===== src/rtl/pipelined_adder_nbit.sv =====
// pipelined_adder_nbit
// Purpose : WIDTH-bit adder split into WIDTH/SEG segments. Each pipeline stage
//           adds one SEG-bit segment and registers its carry for the next
//           stage. Operand bits that have not been added yet travel forward in
//           skew registers. Finished low sum bits travel forward as deskew
//           data. Flow control is valid/ready with a single global stall.
// Params  : WIDTH - operand and sum width in bits
//           SEG   - bits added per stage (STAGES = WIDTH/SEG)
// Ports   : clk        - clock, rising edge
//           rst        - asynchronous, active-high reset
//           a, b       - operands
//           carry_in   - carry into bit 0
//           in_valid   - input handshake valid
//           in_ready   - input handshake ready
//           sum        - registered sum bits [WIDTH-1:0]
//           carry_out  - registered carry out of bit WIDTH-1
//           out_valid  - output handshake valid
//           out_ready  - output handshake ready
//           overflow   - registered signed overflow, aligned with sum
//                        (present only when PIPELINED_ADDER_OVERFLOW_EN is defined)
module pipelined_adder_nbit #(
    parameter int WIDTH = 16,
    parameter int SEG   = 4
) (
    input  logic             clk,
    input  logic             rst,
    input  logic [WIDTH-1:0] a,
    input  logic [WIDTH-1:0] b,
    input  logic             carry_in,
    input  logic             in_valid,
    output logic             in_ready,
    output logic [WIDTH-1:0] sum,
    output logic             carry_out,
    output logic             out_valid,
    input  logic             out_ready
`ifdef PIPELINED_ADDER_OVERFLOW_EN
    ,
    output logic             overflow
`endif
);

    localparam int STAGES = WIDTH / SEG;

    if (SEG < 1 || SEG > WIDTH || (WIDTH % SEG) != 0) begin : g_bad_cfg
        $error("pipelined_adder_nbit: WIDTH must be a positive multiple of SEG");
    end

    logic w_stall;

    // A stall freezes every stage at once. It can only occur while the last
    // stage holds a result, so no bubble can be squeezed out during a stall.
    assign w_stall  = out_valid & ~out_ready;
    assign in_ready = ~w_stall;

    for (genvar k = 0; k < STAGES; k++) begin : g_stage
        // Operand bits still waiting to be added when data enters stage k
        localparam int AW = WIDTH - k * SEG;

        logic [AW-1:0]          w_a;
        logic [AW-1:0]          w_b;
        logic                   w_c;
        logic                   w_v;
        logic [SEG:0]           w_seg;
        logic [(k+1)*SEG-1:0]   w_sum_nx;

        logic                   r_v;
        logic                   r_c;
        logic [(k+1)*SEG-1:0]   r_sum;

        if (k == 0) begin : g_first
            assign w_a      = a;
            assign w_b      = b;
            assign w_c      = carry_in;
            assign w_v      = in_valid;
            assign w_sum_nx = w_seg[SEG-1:0];
        end else begin : g_next
            assign w_a      = g_stage[k-1].g_skew.r_a;
            assign w_b      = g_stage[k-1].g_skew.r_b;
            assign w_c      = g_stage[k-1].r_c;
            assign w_v      = g_stage[k-1].r_v;
            assign w_sum_nx = {w_seg[SEG-1:0], g_stage[k-1].r_sum};
        end

        assign w_seg = {1'b0, w_a[SEG-1:0]} + {1'b0, w_b[SEG-1:0]} + {{SEG{1'b0}}, w_c};

        always_ff @(posedge clk or posedge rst) begin
            if (rst) begin
                r_v   <= 1'b0;
                r_c   <= 1'b0;
                r_sum <= '0;
            end else if (!w_stall) begin
                r_v   <= w_v;
                r_c   <= w_seg[SEG];
                r_sum <= w_sum_nx;
            end
        end

        // Only the upper, not-yet-added operand bits are carried forward
        if (k < STAGES - 1) begin : g_skew
            logic [AW-SEG-1:0] r_a;
            logic [AW-SEG-1:0] r_b;

            always_ff @(posedge clk or posedge rst) begin
                if (rst) begin
                    r_a <= '0;
                    r_b <= '0;
                end else if (!w_stall) begin
                    r_a <= w_a[AW-1:SEG];
                    r_b <= w_b[AW-1:SEG];
                end
            end
        end

`ifdef PIPELINED_ADDER_OVERFLOW_EN
        if (k == STAGES - 1) begin : g_ovf
            logic r_ovf;

            // Carry into the MSB is recovered as a ^ b ^ sum at that bit;
            // signed overflow is that carry XOR the carry out of the MSB.
            always_ff @(posedge clk or posedge rst) begin
                if (rst) begin
                    r_ovf <= 1'b0;
                end else if (!w_stall) begin
                    r_ovf <= w_a[AW-1] ^ w_b[AW-1] ^ w_seg[SEG-1] ^ w_seg[SEG];
                end
            end
        end
`endif
    end

    assign out_valid = g_stage[STAGES-1].r_v;
    assign carry_out = g_stage[STAGES-1].r_c;
    assign sum       = g_stage[STAGES-1].r_sum;

`ifdef PIPELINED_ADDER_OVERFLOW_EN
    assign overflow  = g_stage[STAGES-1].g_ovf.r_ovf;
`else
    // No overflow tracking in this build
`endif

endmodule


===== config.mk =====
export PLATFORM = sky130hd
export DESIGN_NAME = pipelined_adder_nbit
export DESIGN_NICKNAME = d
export VERILOG_FILES = /design/src/rtl/pipelined_adder_nbit.sv
export SDC_FILE = /design/constraint.sdc
export NUM_CORES = 1
export LEC_CHECK = 0
export BUFFER_PORTS_ARGS = -buffer_cell sky130_fd_sc_hd__clkbuf_2
export CORE_UTILIZATION = 35
export CTS_CLUSTER_SIZE = 12
export DETAILED_ROUTE_END_ITERATION = 8
export PLACE_DENSITY_LB_ADDON = 0.05
export RECOVER_POWER = 25
export SLEW_MARGIN = 20
export SYNTH_ARGS = -nofsm -noshare
export SYNTH_HDL_FRONTEND = slang
export SYNTH_SLANG_ARGS = --single-unit

===== constraint.sdc =====
create_clock -name clk -period 3.5 [get_ports clk]
set_clock_uncertainty 0.1 [all_clocks]
set_input_delay 0.175 -clock clk [delete_from_list [all_inputs] [get_ports clk]]
set_output_delay 0.175 -clock clk [all_outputs]
set_load 0.1 [all_outputs]

==> out/summary.txt, run 1 <==
#FFs+latches synth: 96
Slew @ Worst Pin: 2060 ps
Detail Placement HPWL: 4.95 mm
Router iterations before antenna repair: 4
Largest area contributor in the netlist: dfrtp_1
Endpoints failing setup: 0
Die Span Y: 111 um
Final Critical Period: 2230 ps
Data arrival time of the critical path: 1950 ps
R2R depth: 5
Layout cell share with drive strength beyond 1: 13.4%
Leak: 0.00266 uW
CP max FO: 20
Root Buffer: clkbuf_16
Die Wd: 111 um
Core Rows: 39
Crit. End Element: primary output
Synth Flop Type: dfrtp_1
CTS Hold Bufs: 26
Levels on crit path: 3
Num ports: 56
First-pass GRT wire length: 14.2 mm
WL/cell: 11.9 um
Vias per inst: 4.33
Pwr Density: 975 nW/um^2
Reg2reg start: out_valid
CTS Buffer Depth: 2
Number of global-route vias before repair: 2,971
Worst R2R End: g_stage[0].r_sum[2]
Max-cap violations: 1
Critical path capture point: in_ready
CTS tree: yes
Crit start category: flip-flop
Mapped Nets: 501
Count leader, synth: nand2_1
Post-Syn Area: 4140 sq um
Origin of the worst setup path: out_valid
Fin crit share: 63.7%
Post-route ant nets: 0
Ys Warns: 0
DRC: 0
Die outline area: 12,300 sq um
F_max: 449 MHz
Worst reg-to-reg setup slack: 1580 ps
Initial Util: 36.1%
RSZ-0062 raised after global routing: no
Worst hold path class: primary input to flip-flop
Ys async rst share: 100%
DRT Wirelength: 7.91 mm
Synth top area share: 58.0%
Setup Buffers After CTS: 0
Bufs and invs on worst path: 2
Crit-path slowest cell: clkbuf_2
Detailed Route Iter0 Violations: 112
Unique masters post-synth: 24
Setup tns final: 0 ps
Port Buffers: 55
Count of flip-flops with a built-in enable after synthesis: 0
Required time worst endpoint: 3220 ps
Inserted Diodes: 0
Slowest stage delay, CP: 570 ps
H-tree depth: 3
RD Place Congestion: 0.713
TritonCTS Sinks: 96
Failing checks: max-capacitance violations, max-slew violations
Detailed-route via count: 2,888
Status: complete, but fails checks
Pwr Total: 4890 uW
Crit Path Class: flip-flop to primary output
Slew Limit Fails: 48
Synth area leaders: dfrtp_1, nand2_1, fa_1
Worst-path cell chain: nor2b_1 -> inv_1 -> clkbuf_2
Overall Global Routing Usage: 14.3%
Seq/Total Area, Yosys: 58.0%
Synthesis-to-layout area growth: 21.0%
Maximum VDD drop: 477 uV
Worst rel slew slack: -38.1%
Antenna violations before repair: 0
Crit-path leading delay family: buffers and inverters
Synth Instances: 444
Final Hold Fails: 0
Clk pin slew, worst setup/hold paths: 60 ps
Clock Latency Late Sink: 340 ps
Post-CTS sizing: 0
Fin nets: 576
Synth Area per Inst: 9.32 sq um
TritonCTS Buffers: 9
Gr ovfl total: 0
Core footprint: 11,500 sq um
Synth cell count leaders: nand2_1, dfrtp_1, o21ai_0
Largest net degree at the start of global routing: 90
[state kept, by name, summed over array words and instances, names as in the netlist]
signal,cells
carry_out,1
g_stage.r_c,3
g_stage.g_skew.r_a,24
out_valid,1
sum,16
g_stage.g_skew.r_b,24
g_stage.r_v,3
g_stage.r_sum,24
[routing by layer]
metal	share of wire, %	track usage (%)
met1	53	20.3
met2	42	21.0
met3	3.4	2.41
met4	2.3	7.47
met5	0	0
[cell usage in the layout (no fill, tap or decap)]
cell type and n:
a21o_1 4, a21oi_1 12, a22oi_1 1, buf_12 1
buf_4 3, clkbuf_1 6, clkbuf_16 9, clkbuf_2 50
clkbuf_8 3, clkinv_2 3, clkinvlp_2 1, dfrtp_1 96
dlygate4sd3_1 26, fa_1 8, ha_1 12, inv_1 14
nand2_1 232, nand2b_1 1, nor2_1 11, nor2b_1 5
nor3_1 1, o21a_1 2, o21ai_0 15, o21ai_1 2
o31ai_1 1, xnor2_1 1, xor2_1 4
[through the flow]
| step | utilization [%] | cells | hold slack [ps] | setup slack, ps | cell area (sq um) |
|---|---|---|---|---|---|
| final | 43.7 | 667 | 99.3 | 1270 | 5010 |
| after global routing | 43.7 | 667 | 130 | 989 | 5010 |
| after CTS | 43.8 | 667 | 91.1 | 1510 | 5020 |
| after detailed placement | 39.1 | 625 | 188 | 1590 | 4480 |
| after global placement | 39.1 | 625 | 185 | 1610 | 4480 |
| after floorplan | - | 444 | 187 | 720 | 4140 |
[tightest hold or removal path, delay by kind of cell]
family | cells | cell delay (ps)
fa+ha+maj | 1 | 150
buf+inv | 1 | 90
simple gates | 2 | 100
[final cells by class]
class / instances / area (sq um)
fill: 1159 / 6460
sequential: 96 / 2400
multi-input combinational: 312 / 1510
timing repair buffer: 85 / 572
clock buffer: 13 / 270
tap: 143 / 179
inverter: 15 / 57.6
clock inverter: 3 / 15.0
[report_power, final]
group / total [uW] / switching, uW / internal, uW
clock: 935 / 398 / 537
sequential: 1850 / 257 / 1590
combinational: 2100 / 1540 / 562
[logic make-up after synthesis]
family | Yosys count | synth area share, %
flip-flops | 96 | 58.0
AO/OA/AOI/OAI | 37 | 4.96
AND/OR/NAND/NOR | 250 | 23.2
adder cells (fa/ha/maj) | 20 | 7.50
buffers and inverters | 36 | 5.20
XOR/XNOR | 5 | 1.06
[how the worst min path moves through the flow]
stage,cells past startpoint,slack [ps],startpoint,end
6_report,4,100,carry_in,g_stage[0].r_sum[0]
4_1_cts,4,90,carry_in,g_stage[0].r_sum[0]
2_1_floorplan,2,190,a[14],g_stage[0].g_skew.r_a[10]
5_1_grt,4,130,carry_in,g_stage[0].r_sum[0]
3_5_place_dp,2,190,rst,sum[13]
3_3_place_gp,2,180,rst,sum[13]
No activity file was read; power rests on OpenSTA's default activity.
==> run 2, diff against run 1 <==
clock period = 1.91 ns   (was 3.5 ns; I/O delays follow)
==> out/summary.txt, run 2 (same netlist as run 1, synthesis figures left out) <==
Overall Global Routing Usage: 14.1%
R2R depth: 5
Number of global-route vias before repair: 3,018
Top flop regs: g_stage.g_skew.r_a (24), g_stage.g_skew.r_b (24), g_stage.r_sum (24)
GR Util met1: 19.4%
Hold endpoint: g_stage[0].r_sum[0]
Layout cell share with drive strength beyond 1: 15.2%
Setup tns final: 0 ps
P_int: 5230 uW
Placed Cells incl. Taps: 627
TritonCTS Buffers: 9
Data arrival time of the critical path: 1890 ps
Core Rows: 39
Clk network pwr share: 20.6%
Worst reg-to-reg setup slack: 120 ps
Initial Util: 36.1%
Detail Placement HPWL: 4.85 mm
Maximum VDD drop: 1150 uV
Worst hold path class: primary input to flip-flop
Cell Count, Final, Fillers Out: 670
Commonest non-fill, non-tap cell in the layout: nand2_1
CTS tree: yes
Flop pwr share: 36.8%
Crit-path slowest cell: fa_2
RSZ-0062 raised after global routing: no
Bufs and invs on worst path: 0
Gr busiest metal: met2
Crit Path Class: flip-flop to flip-flop
RD Place Congestion: 0.727
DRC: 0
Worst-path cell chain: fa_2 -> fa_2 -> a21o_1 -> a21oi_1 -> a21oi_1
Required time worst endpoint: 2010 ps
Sw Pwr: 4010 uW
Pwr Density: 1800 nW/um^2
Net Sw Frac: 43.4%
Fin crit share: 93.8%
Crit. End Element: flip-flop
Port Buffers: 55
Comb pwr share: 42.6%
Met3 Resource Use GR: 3.39%
Die outline area: 12,300 sq um
First-pass GRT wire length: 13.9 mm
Hold Path Depth: 4
Min-delay src: carry_in
TritonCTS Sinks: 96
Final Hold Fails: 0
Die Span Y: 111 um
Met2 usage: 21.0%
Fin nets: 579
Leak: 0.00271 uW
Worst rel slew slack: 63.7%
Clk pin slew, worst setup/hold paths: 60 ps
Status: finished, final reports clean
Router iterations before antenna repair: 4
Crit-path leading delay family: adder cells
Largest net degree at the start of global routing: 97
Vias per inst: 4.36
WL/cell: 11.5 um
Layout fillers: 1,158
Detailed Route Iter0 Violations: 135
H-tree depth: 3
Slew Limit Fails: 0
Crit start category: flip-flop
Antenna violations before repair: 0
Clock Latency Late Sink: 340 ps
Endpoints failing setup: 0
Inserted Diodes: 0
Core footprint: 11,500 sq um
Worst R2R End: carry_out
DRT Wirelength: 7.72 mm
Final Critical Period: 1790 ps
Slowest stage delay, CP: 410 ps
CP max FO: 2
F_max: 558 MHz
Detailed-route via count: 2,918
Num ports: 56
Synthesis-to-layout area growth: 23.8%
Post-route ant nets: 0
Reg2reg start: g_stage[2].r_c
Root Buffer: clkbuf_16
Die Wd: 111 um
Max-cap violations: 0
CTS Buffer Depth: 2
Slew @ Worst Pin: 546 ps
Most frequent cells in the layout: nand2_1, dfrtp_1, clkbuf_2
Gr ovfl total: 0
==> run 2: changes by cell type in the layout (fill, tap and decap cells not counted), moves of 2 or more <==
| cell | change |
|---|---|
| buf_12 | +3 |
| bufinv_16 | +2 |
| clkbuf_1 | -2 |
| clkbuf_2 | +3 |
| clkbuf_8 | -2 |
| clkinv_2 | -2 |
| fa_1 | -2 |
| fa_2 | +2 |
==> run 2: power by group through the flow <==
stage	sequential, uW	combinational [uW]	clock [uW]
after detailed placement	3450	3940	0
final	3400	3930	1910
after global placement	3410	3910	0
after CTS	3420	3990	1970
after global routing	3530	4400	2050
after floorplan	4700	1920	0
==> run 2: final cells by class <==
type / count / area [sq um] / share of cell area (%)
sequential: 96 / 2400 / 46.9
timing repair buffer: 88 / 639 / 12.5
tap: 143 / 179 / 3.49
clock inverter: 3 / 65.1 / 1.27
multi-input combinational: 312 / 1530 / 29.8
inverter: 15 / 60.1 / 1.17
clock buffer: 13 / 250 / 4.88
==> run 2: worst max path at each step <==
stage	start	to	slack (ps)	cells after the start
floorplan	g_stage[2].r_c	carry_out	60	5
global placement	g_stage[2].r_c	carry_out	50	5
detailed placement	g_stage[2].r_c	carry_out	20	5
CTS	g_stage[2].r_c	carry_out	2	5
global route	g_stage[2].r_c	carry_out	40	5
finish	g_stage[2].r_c	carry_out	120	5
==> run 2: worst register-to-register path, cell delays in order, from the launching register on <==
cell and delay [ps]:
dfrtp_1 400, fa_2 410, fa_2 350, a21o_1 180
a21oi_1 140, a21oi_1 80
==> run 2: timing repair <==
item                                    CTS  global route
endpoints found under the setup margin    0             2
setup buffers                             0             1
gates resized for setup                   0             2
endpoints found under the hold margin   121             0
hold buffers                             26             0
==> run 2: metal layers <==
layer	vias to the layer above	part of all wire [%]
met3	10	3.3
met4	0	1.5
li1	1524	-
met1	1334	53
met5	-	0
met2	50	42
==> run 2: per-stage QoR <==
step	setup slack (ps)	power (uW)	hold WS (ps)	area, sq um	utilization, %
2_1_floorplan	58.9	6620	108	4140	-
3_3_place_gp	45.2	7320	183	4540	39.6
3_5_place_dp	15.1	7390	186	4540	39.6
4_1_cts	2.38	9380	18.8	5110	44.6
5_1_grt	39.4	9990	69.3	5120	44.7
6_report	118	9240	39.8	5120	44.7
==> run 3, diff against run 2 <==
ABC_AREA = 1   (was unset)
==> out/summary.txt, run 3 <==
Status: finished, final reports clean
Detailed Route Iter0 Violations: 130
Mapped Nets: 504
Number of global-route vias before repair: 3,056
Seq/Total Area, Yosys: 58.2%
CTS tree: yes
Ys async rst share: 100%
Slew Limit Fails: 0
Largest net degree at the start of global routing: 84
Vias per inst: 4.42
Commonest non-fill, non-tap cell in the layout: nand2_1
Die Wd: 111 um
Detail Placement HPWL: 5.37 mm
Die Span Y: 111 um
Fin nets: 584
Layout cell share with drive strength beyond 1: 15.8%
First-pass GRT wire length: 14.6 mm
Required time worst endpoint: 1710 ps
Synth Area per Inst: 9.24 sq um
Ys Warns: 0
Clock Latency Late Sink: 350 ps
Synth Flop Type: dfrtp_1
Unique masters post-synth: 19
Data arrival time of the critical path: 1580 ps
Layout fillers: 1,146
Die outline area: 12,200 sq um
RD Place Congestion: 0.772
Antenna violations before repair: 0
Final Critical Period: 1780 ps
Core Rows: 39
Top flop regs: g_stage.g_skew.r_a (24), g_stage.g_skew.r_b (24), g_stage.r_sum (24)
Most frequent cells in the layout: nand2_1, dfrtp_1, clkbuf_2
Crit. End Element: primary output
TritonCTS Sinks: 96
Initial Util: 36.0%
Crit start category: flip-flop
Port Buffers: 55
CTS Buffer Depth: 2
Synth area leaders: dfrtp_1, nand2_1, inv_1
F_max: 562 MHz
Synth top area share: 58.2%
Inserted Diodes: 0
Pwr Density: 1780 nW/um^2
Worst rel slew slack: 46.1%
DRT Wirelength: 8.12 mm
Root Buffer: clkbuf_16
Post-route ant nets: 0
CP max FO: 32
Hold Path Depth: 4
Synthesis-to-layout area growth: 24.4%
RSZ-0062 raised after global routing: no
TritonCTS Buffers: 9
Largest area contributor in the netlist: dfrtp_1
Worst hold path class: primary input to flip-flop
Fin crit share: 93.1%
Final Hold Fails: 0
Detailed-route via count: 2,984
H-tree depth: 3
Fin util: 44.8%
WL/cell: 12.0 um
Post-Syn Area: 4130 sq um
DRC: 0
Leak: 0.00268 uW
Max-cap violations: 0
Clk pin slew, worst setup/hold paths: 60 ps
Router iterations before antenna repair: 4
Overall Global Routing Usage: 15.0%
Core footprint: 11,500 sq um
Crit Path Class: flip-flop to primary output
Gr ovfl total: 0
Count leader, synth: nand2_1
Synth Instances: 447
Synth cell count leaders: nand2_1, dfrtp_1, inv_1
Maximum VDD drop: 1270 uV
R2R depth: 8
Slew @ Worst Pin: 805 ps
Count of flip-flops with a built-in enable after synthesis: 0
Num ports: 56
Endpoints failing setup: 0
Setup tns final: 0 ps
#FFs+latches synth: 96
run 3: cell types whose count changed after synthesis, moves of 4 or more:
cell / delta
nand2_1: -61
inv_1: +33
o21ai_1: +23
o21ai_0: +19
nand3_1: +13
buf_2: +8
buf_6: -8
clkbuf_1: -6
buf_4: +5
nor2_1: -5
a21o_1: -4
a21oi_1: -4
nor2b_1: -4
run 3: metal layers:
| metal | part of all wire (%) | vias to the layer above | GRT usage (%) | wire length [um] |
|---|---|---|---|---|
| met5 | 0 | - | 0 | 0 |
| met4 | 2.4 | 0 | 8.27 | 199 |
| met3 | 3.4 | 13 | 2.91 | 278 |
| met2 | 42 | 50 | 21.6 | 3390 |
| met1 | 52 | 1369 | 21.3 | 4250 |
| li1 | - | 1552 | - | - |
run 3: path summary, 6_finish.rpt:
check / start / slack, ps / to
max in group asynchronous: rst / 370 / g_stage[0].g_skew.r_b[2]
min in group asynchronous: rst / 290 / g_stage[0].g_skew.r_b[10]
setup reg to reg: g_stage[1].r_c / 170 / g_stage[2].r_c
hold / removal: carry_in / 30 / g_stage[0].r_sum[0]
setup / recovery: out_valid / 130 / in_ready
hold reg to reg: g_stage[2].r_sum[9] / 370 / sum[9]
run 3: area by class of cell:
type                    instances  area [sq um]  share of cell area, %
clock buffers                  13           260                   5.06
clock inverters                 3          40.0                  0.779
inverters                      48           181                   3.53
multi-input cells             283          1430                   27.8
flip-flops and latches         96          2400                   46.8
well taps                     143           179                   3.48
repair buffers                 89           646                   12.6
run 3: critical path: stages, from the launching register on:
cell and delay (ps):
dfrtp_2 390, inv_1 90, nor2_4 50, inv_2 260, buf_12 240, buf_12 190
run 3: cell families (layout without fill, tap and decap cells):
kind of cell,count (synthesis),count (layout),synth area share (%)
AOI/OAI and AO/OA,69,69,8.45
xor gates and xnor gates,2,2,0.424
adders and majority gates,20,20,7.51
buffers and inverters,68,153,7.36
DFF,96,96,58.2
and+or+nand+nor,192,192,18.1
run 3: repair_timing:
action                     in CTS  in global routing
resized for setup               0                  2
setup endpoints to repair       0                  2
hold endpoints to repair       64                  0
hold buffers                   26                  0
setup buffers                   0                  0
run 3: power breakdown:
part           switching, uW  internal, uW  leakage [uW]  total [uW]
Sequential               449          2910       0.00116        3360
Clock                    748          1080      0.000150        1830
Combinational           2870          1060       0.00137        3930
Total                   4070          5060       0.00268        9130
run 3: per-stage QoR:
stage	worst slack, ps	area [sq um]	power (uW)	cells	hold slack, ps
floorplan	173	4140	6510	447	105
global placement	93.6	4600	7300	633	22.2
detailed placement	76.6	4600	7350	633	25.2
CTS	59.6	5160	9280	675	17.2
global route	24.7	5140	9900	675	64.2
finish	131	5140	9130	675	30.5
